--- src/rtl/mem_arbiter.sv ---
// Round-robin N-port arbiter onto one memory port using the read/write-until-resp handshake.
// A per-transaction watchdog completes stalled accesses and latches a sticky error.
module mem_arbiter #(
  parameter int unsigned N_PORTS = 2,
  parameter int unsigned ADDR_W  = 32,
  parameter int unsigned DATA_W  = 32,
  parameter int unsigned TIMEOUT = 255
) (
  input  logic                           clk,
  input  logic                           rst_n,
  input  logic [N_PORTS-1:0]             port_read,
  input  logic [N_PORTS-1:0]             port_write,
  input  logic [N_PORTS*ADDR_W-1:0]      port_address,
  input  logic [N_PORTS*DATA_W-1:0]      port_wdata,
  input  logic [N_PORTS*(DATA_W/8)-1:0]  port_byte_enable,
  output logic [N_PORTS-1:0]             port_resp,
  output logic [DATA_W-1:0]              port_rdata,
  output logic                           mem_read,
  output logic                           mem_write,
  output logic [ADDR_W-1:0]              mem_address,
  output logic [DATA_W-1:0]              mem_wdata,
  output logic [DATA_W/8-1:0]            mem_byte_enable,
  input  logic                           mem_resp,
  input  logic [DATA_W-1:0]              mem_rdata,
  output logic                           err,
  output logic [$clog2(N_PORTS)-1:0]     err_port
);

  localparam int unsigned IDX_W = $clog2(N_PORTS);
  localparam int unsigned BE_W  = DATA_W / 8;
  localparam int unsigned CNT_W = $clog2(TIMEOUT + 1);

  typedef enum logic {S_IDLE, S_BUSY} state_t;

  state_t             r_state;
  logic [IDX_W-1:0]   r_rr_ptr;
  logic [IDX_W-1:0]   r_gnt;
  logic [CNT_W-1:0]   r_cnt;
  logic               r_mem_read;
  logic               r_mem_write;
  logic [ADDR_W-1:0]  r_addr;
  logic [DATA_W-1:0]  r_wdata;
  logic [BE_W-1:0]    r_be;
  logic               r_err;
  logic [IDX_W-1:0]   r_err_port;

  logic [N_PORTS-1:0] w_req;
  logic               w_found;
  logic [IDX_W-1:0]   w_winner;
  logic [IDX_W-1:0]   w_next_ptr;
  int unsigned        w_scan;
  logic               w_busy;
  logic               w_at_limit;
  logic               w_done;
  logic               w_timeout;

  assign w_req = port_read | port_write;

  // First requester at or after the round-robin pointer, wrapping.
  always_comb begin
    w_found  = 1'b0;
    w_winner = '0;
    w_scan   = 0;
    for (int unsigned k = 0; k < N_PORTS; k++) begin
      w_scan = (32'(r_rr_ptr) + k) % N_PORTS;
      if (!w_found && w_req[IDX_W'(w_scan)]) begin
        w_found  = 1'b1;
        w_winner = IDX_W'(w_scan);
      end
    end
  end

  assign w_next_ptr = (w_winner == IDX_W'(N_PORTS - 1)) ? '0 : w_winner + 1'b1;

  assign w_busy     = (r_state == S_BUSY);
  assign w_at_limit = (r_cnt == CNT_W'(TIMEOUT));
  assign w_done     = w_busy && (mem_resp || w_at_limit);
  assign w_timeout  = w_busy && !mem_resp && w_at_limit;

  // Completion is reported in the same cycle the memory answers (or the watchdog fires).
  assign port_resp       = w_done ? (N_PORTS'(1) << r_gnt) : '0;
  assign port_rdata      = (w_busy && mem_resp) ? mem_rdata : '0;
  assign mem_read        = r_mem_read;
  assign mem_write       = r_mem_write;
  assign mem_address     = r_addr;
  assign mem_wdata       = r_wdata;
  assign mem_byte_enable = r_be;
  assign err             = r_err;
  assign err_port        = r_err_port;

  always_ff @(posedge clk or negedge rst_n) begin
    if (!rst_n) begin
      r_state     <= S_IDLE;
      r_rr_ptr    <= '0;
      r_gnt       <= '0;
      r_cnt       <= '0;
      r_mem_read  <= 1'b0;
      r_mem_write <= 1'b0;
      r_addr      <= '0;
      r_wdata     <= '0;
      r_be        <= '0;
      r_err       <= 1'b0;
      r_err_port  <= '0;
    end else begin
      case (r_state)
        S_IDLE: begin
          if (w_found) begin
            r_state     <= S_BUSY;
            r_gnt       <= w_winner;
            r_rr_ptr    <= w_next_ptr;
            r_cnt       <= '0;
            r_mem_write <= port_write[w_winner];
            r_mem_read  <= !port_write[w_winner];
            r_addr      <= port_address[w_winner*ADDR_W +: ADDR_W];
            r_wdata     <= port_wdata[w_winner*DATA_W +: DATA_W];
            r_be        <= port_byte_enable[w_winner*BE_W +: BE_W];
          end
        end
        S_BUSY: begin
          if (w_done) begin
            r_state     <= S_IDLE;
            r_mem_read  <= 1'b0;
            r_mem_write <= 1'b0;
            // Only the first timeout is recorded; later ones leave the port index alone.
            if (w_timeout && !r_err) begin
              r_err      <= 1'b1;
              r_err_port <= r_gnt;
            end
          end else begin
            r_cnt <= r_cnt + 1'b1;
          end
        end
        default: r_state <= S_IDLE;
      endcase
    end
  end

endmodule

--- config.mk ---
export PLATFORM = sky130hd
export DESIGN_NAME = mem_arbiter
export DESIGN_NICKNAME = d
export VERILOG_FILES = /design/src/rtl/mem_arbiter.sv
export SDC_FILE = /design/constraint.sdc
export NUM_CORES = 1
export LEC_CHECK = 0
export BUFFER_PORTS_ARGS = -buffer_cell sky130_fd_sc_hd__buf_2
export CORE_AREA = 2 2 107 109
export DETAILED_ROUTE_END_ITERATION = 6
export DIE_AREA = 0 0 109 111
export PLACE_DENSITY = 0.73
export RECOVER_POWER = 100
export SETUP_SLACK_MARGIN = 0.4
export SLEW_MARGIN = 15
export SYNTH_ARGS = -nofsm -noshare
export SYNTH_HDL_FRONTEND = slang
export SYNTH_SLANG_ARGS = --single-unit
--- constraint.sdc ---
create_clock -name clk -period 1.7 [get_ports clk]
set_clock_uncertainty 0.15 [all_clocks]
set_input_delay 0.34 -clock clk [delete_from_list [all_inputs] [get_ports clk]]
set_output_delay 0.34 -clock clk [all_outputs]
set_load 0.005 [all_outputs]
==> qor.yml <==
status: "finished, violations left"
violations: "design-rule violations, negative setup slack"
peakVddDrop_mv: 0.8464
numCtsBuffers: 9
worstMarginPinSlew_ps: 598.7
yosysMostFrequentCell: "dfrtp_1"
cp_slowest_cell: "dfrtp_1"
die_x_um: 109
syn_avg_cell_area_um2: 10.93
max_cap_violations: 0
clockBufferDepth: 2
timing.fmax_mhz: 493.5
power_density_nw_per_um2: 1787
dieArea_um2: 12100
io_pins: 281
synth_edf_count: 0
cts_tree: "yes"
rsz0062_at_grt: "true"
synth_top_area_cell: "dfrtp_1"
fin_nets: 882
drive_gt1_frac: 0.5907
cpPeakStageDelay_ps: 390
grt_pass1_vias: 4601
placed_area_um2: 5629
clk_root_buffer_cell: "clkbuf_16"
synth_area_leaders: "dfrtp_1 55%, a222oi_1 18%, inv_1 7.1%"
hold_violations: 0
fin_crit_ps: 2026
drt_iter0_markers: 530
drt-vias-per-instance: 5.333
cp_cell_sequence: "ha_4 -> nand3_4 -> nor3_4 -> o21a_1 -> and2_1 -> buf_2"
path_clk_slew_ps: 60
post_drt_wl_per_cell_um: 18.70
drc: 56
antenna_left: 0
coreArea_um2: 11080
diodes: 0
place_congestion: 0.8847
setup_viol: 109
worstPathRequired_ps: 1210
htreeDepth: 3
antenna_found_initial: 0
grt_usage: 0.2558
critPathBufInv: 1
grt_pass1_wl_mm: 23.29
utilization: 0.6580
cp_data_arrival_time_ps: 1540
syn_inst: 345
clock-sinks: 83
area_growth_pct: 93.26
grt_overflow_total: 0
grt_max_degree: 47
ys_seq_area_frac: 0.5508
row_count: 39
initial_utilization: 0.3404
portBuffers: 280
wirelength_mm: 15.97
synth_common_cells: "83 x dfrtp_1, 71 x inv_1, 68 x a222oi_1, 32 x and3_1, 19 x clkbuf_1"
max-slew-margin-rel: 0.6009
critPathLaunchType: "flip-flop"
design_power_total_mw: 13.02
ys_ff_latch: 83
synth-async-reset-ratio: 1.000
drt-pass1-iter-count: 7
hold_class: "primary input to flip-flop"
syn-num-nets: 521
fp.dieH_um: 111
critical_path_class: "flip-flop to output port"
final_area_um2: 7288
worstPathMaxFanout: 3
synth_area_um2: 3771
dp_hpwl_mm: 9.662
synth_ff_type: "dfrtp_1"
end_kind: "output port"
fin_ws_ps: -326.3
synth_top_area_frac: 0.5508
ys_warn_count: 0
vias: 4554
finalCritPeriodShare: 1.192
slew_violations: 0
clk_latency_ps: 330
p_leak_nw: 3.942
crit_family: "flip-flops"
ys_types: 32
[worst paths after layout]
| check | startpoint | end | slack (ps) | cells past startpoint |
|---|---|---|---|---|
| min | port_wdata[59] | mem_wdata[27]$_DFFE_PN0P_ | 60 | 3 |
| min in group asynchronous | rst_n | mem_wdata[27]$_DFFE_PN0P_ | 420 | 2 |
| max in group asynchronous | rst_n | r_state$_DFF_PN0_ | 120 | 3 |
| max reg2reg | r_state$_DFF_PN0_ | mem_wdata[14]$_DFFE_PN0P_ | -210 | 6 |
| min reg2reg | mem_wdata[23]$_DFFE_PN0P_ | mem_wdata[23]$_DFFE_PN0P_ | 350 | 2 |
| max | r_cnt[0]$_DFFE_PN0P_ | port_resp[1] | -330 | 6 |
[sequential cells by signal, indices dropped and copies added (netlist names)]
| register | flops |
|---|---|
| err | 1 |
| err_port | 1 |
| mem_address | 32 |
| mem_byte_enable | 4 |
| mem_read | 1 |
| mem_wdata | 32 |
| mem_write | 1 |
| r_cnt | 8 |
| r_gnt | 1 |
| r_rr_ptr | 1 |
| r_state | 1 |
[final cells by class]
cell class | count | area [µm²]
timing repair buffer | 379 | 2810
multi-input combinational | 162 | 1579
fill | 865 | 3789
inverter | 71 | 266.5
clock inverter | 6 | 136.4
clock buffer | 10 | 239.0
sequential | 83 | 2078
tap | 143 | 178.9
[per-stage QoR]
stage	instances	setup TNS, ps	worst slack, ps	hold slack [ps]
after global routing	854	-18830	-427.0	54.80
after detailed placement	758	-213.6	-77.26	108.0
after CTS	840	-12030	-314.7	44.85
after floorplan	345	0	61.86	-105.6
final	854	-13560	-326.3	59.82
after global placement	758	-8.891	-8.891	99.64
[routing by layer]
layer	track usage	part of all wire	routed length (µm)	vias to the layer above
met5	0	0	0	-
met4	0.1017	0.028	448	0
met3	0.03939	0.091	1460	42
met2	0.4828	0.53	8529	298
met1	0.2777	0.35	5535	2171
li1	-	-	-	2043
[worst reg2reg max path, delay by kind of cell (launching register included)]
family                 cells  cell delay [ps]
AO/OA/AOI/OAI              2              580
buffers and inverters      4              540
flip-flops                 1              500
[cells in the final DEF, fill, tap and decap left out, drive strengths merged]
cell         count
nand3            6
bufinv           4
or3              2
and2             2
dfrtp           83
dlygate4sd3      1
a31o             1
buf            346
a21oi            3
o21ai            6
clkbuf          42
nand4            2
ha               1
mux2i            1
a222oi          68
nand2b           1
a21o             8
clkinvlp         1
nor2b            1
nor2             5
o21ba            1
o21a             3
inv             71
a211o            1
nor4             2
nand2            6
a211oi           2
o31ai            2
clkinv           1
and3            32
mux2             1
nor3             3
o211ai           2
[logic make-up (layout without fill, tap and decap cells)]
kind of cell / count (synthesis) / count (layout) / share of synthesized area
AND/OR/NAND/NOR: 62 / 62 / 0.09688
buffers and inverters: 102 / 466 / 0.1138
multiplexers: 2 / 2 / 0.005640
adder cells (fa/ha/maj): 1 / 1 / 0.003317
AO/OA/AOI/OAI: 95 / 97 / 0.2296
flip-flops: 83 / 83 / 0.5508
[power breakdown]
part           switching (mW)  leakage [nW]  internal (mW)
clock                   0.791         0.179           1.63
combinational            2.96          2.73           4.19
sequential              0.582          1.04           2.87
total                    4.34          3.94           8.69
[timing repair]
action | in CTS | in global routing
gates cloned | 17 | 0
hold buffers | 1 | 0
resized for setup | 89 | 5
hold endpoints to repair | 21 | 0
setup buffers | 48 | 14
pin swaps | 34 | 18
endpoints found under the setup margin | 188 | 189
No activity file was read; power rests on OpenSTA's default activity.
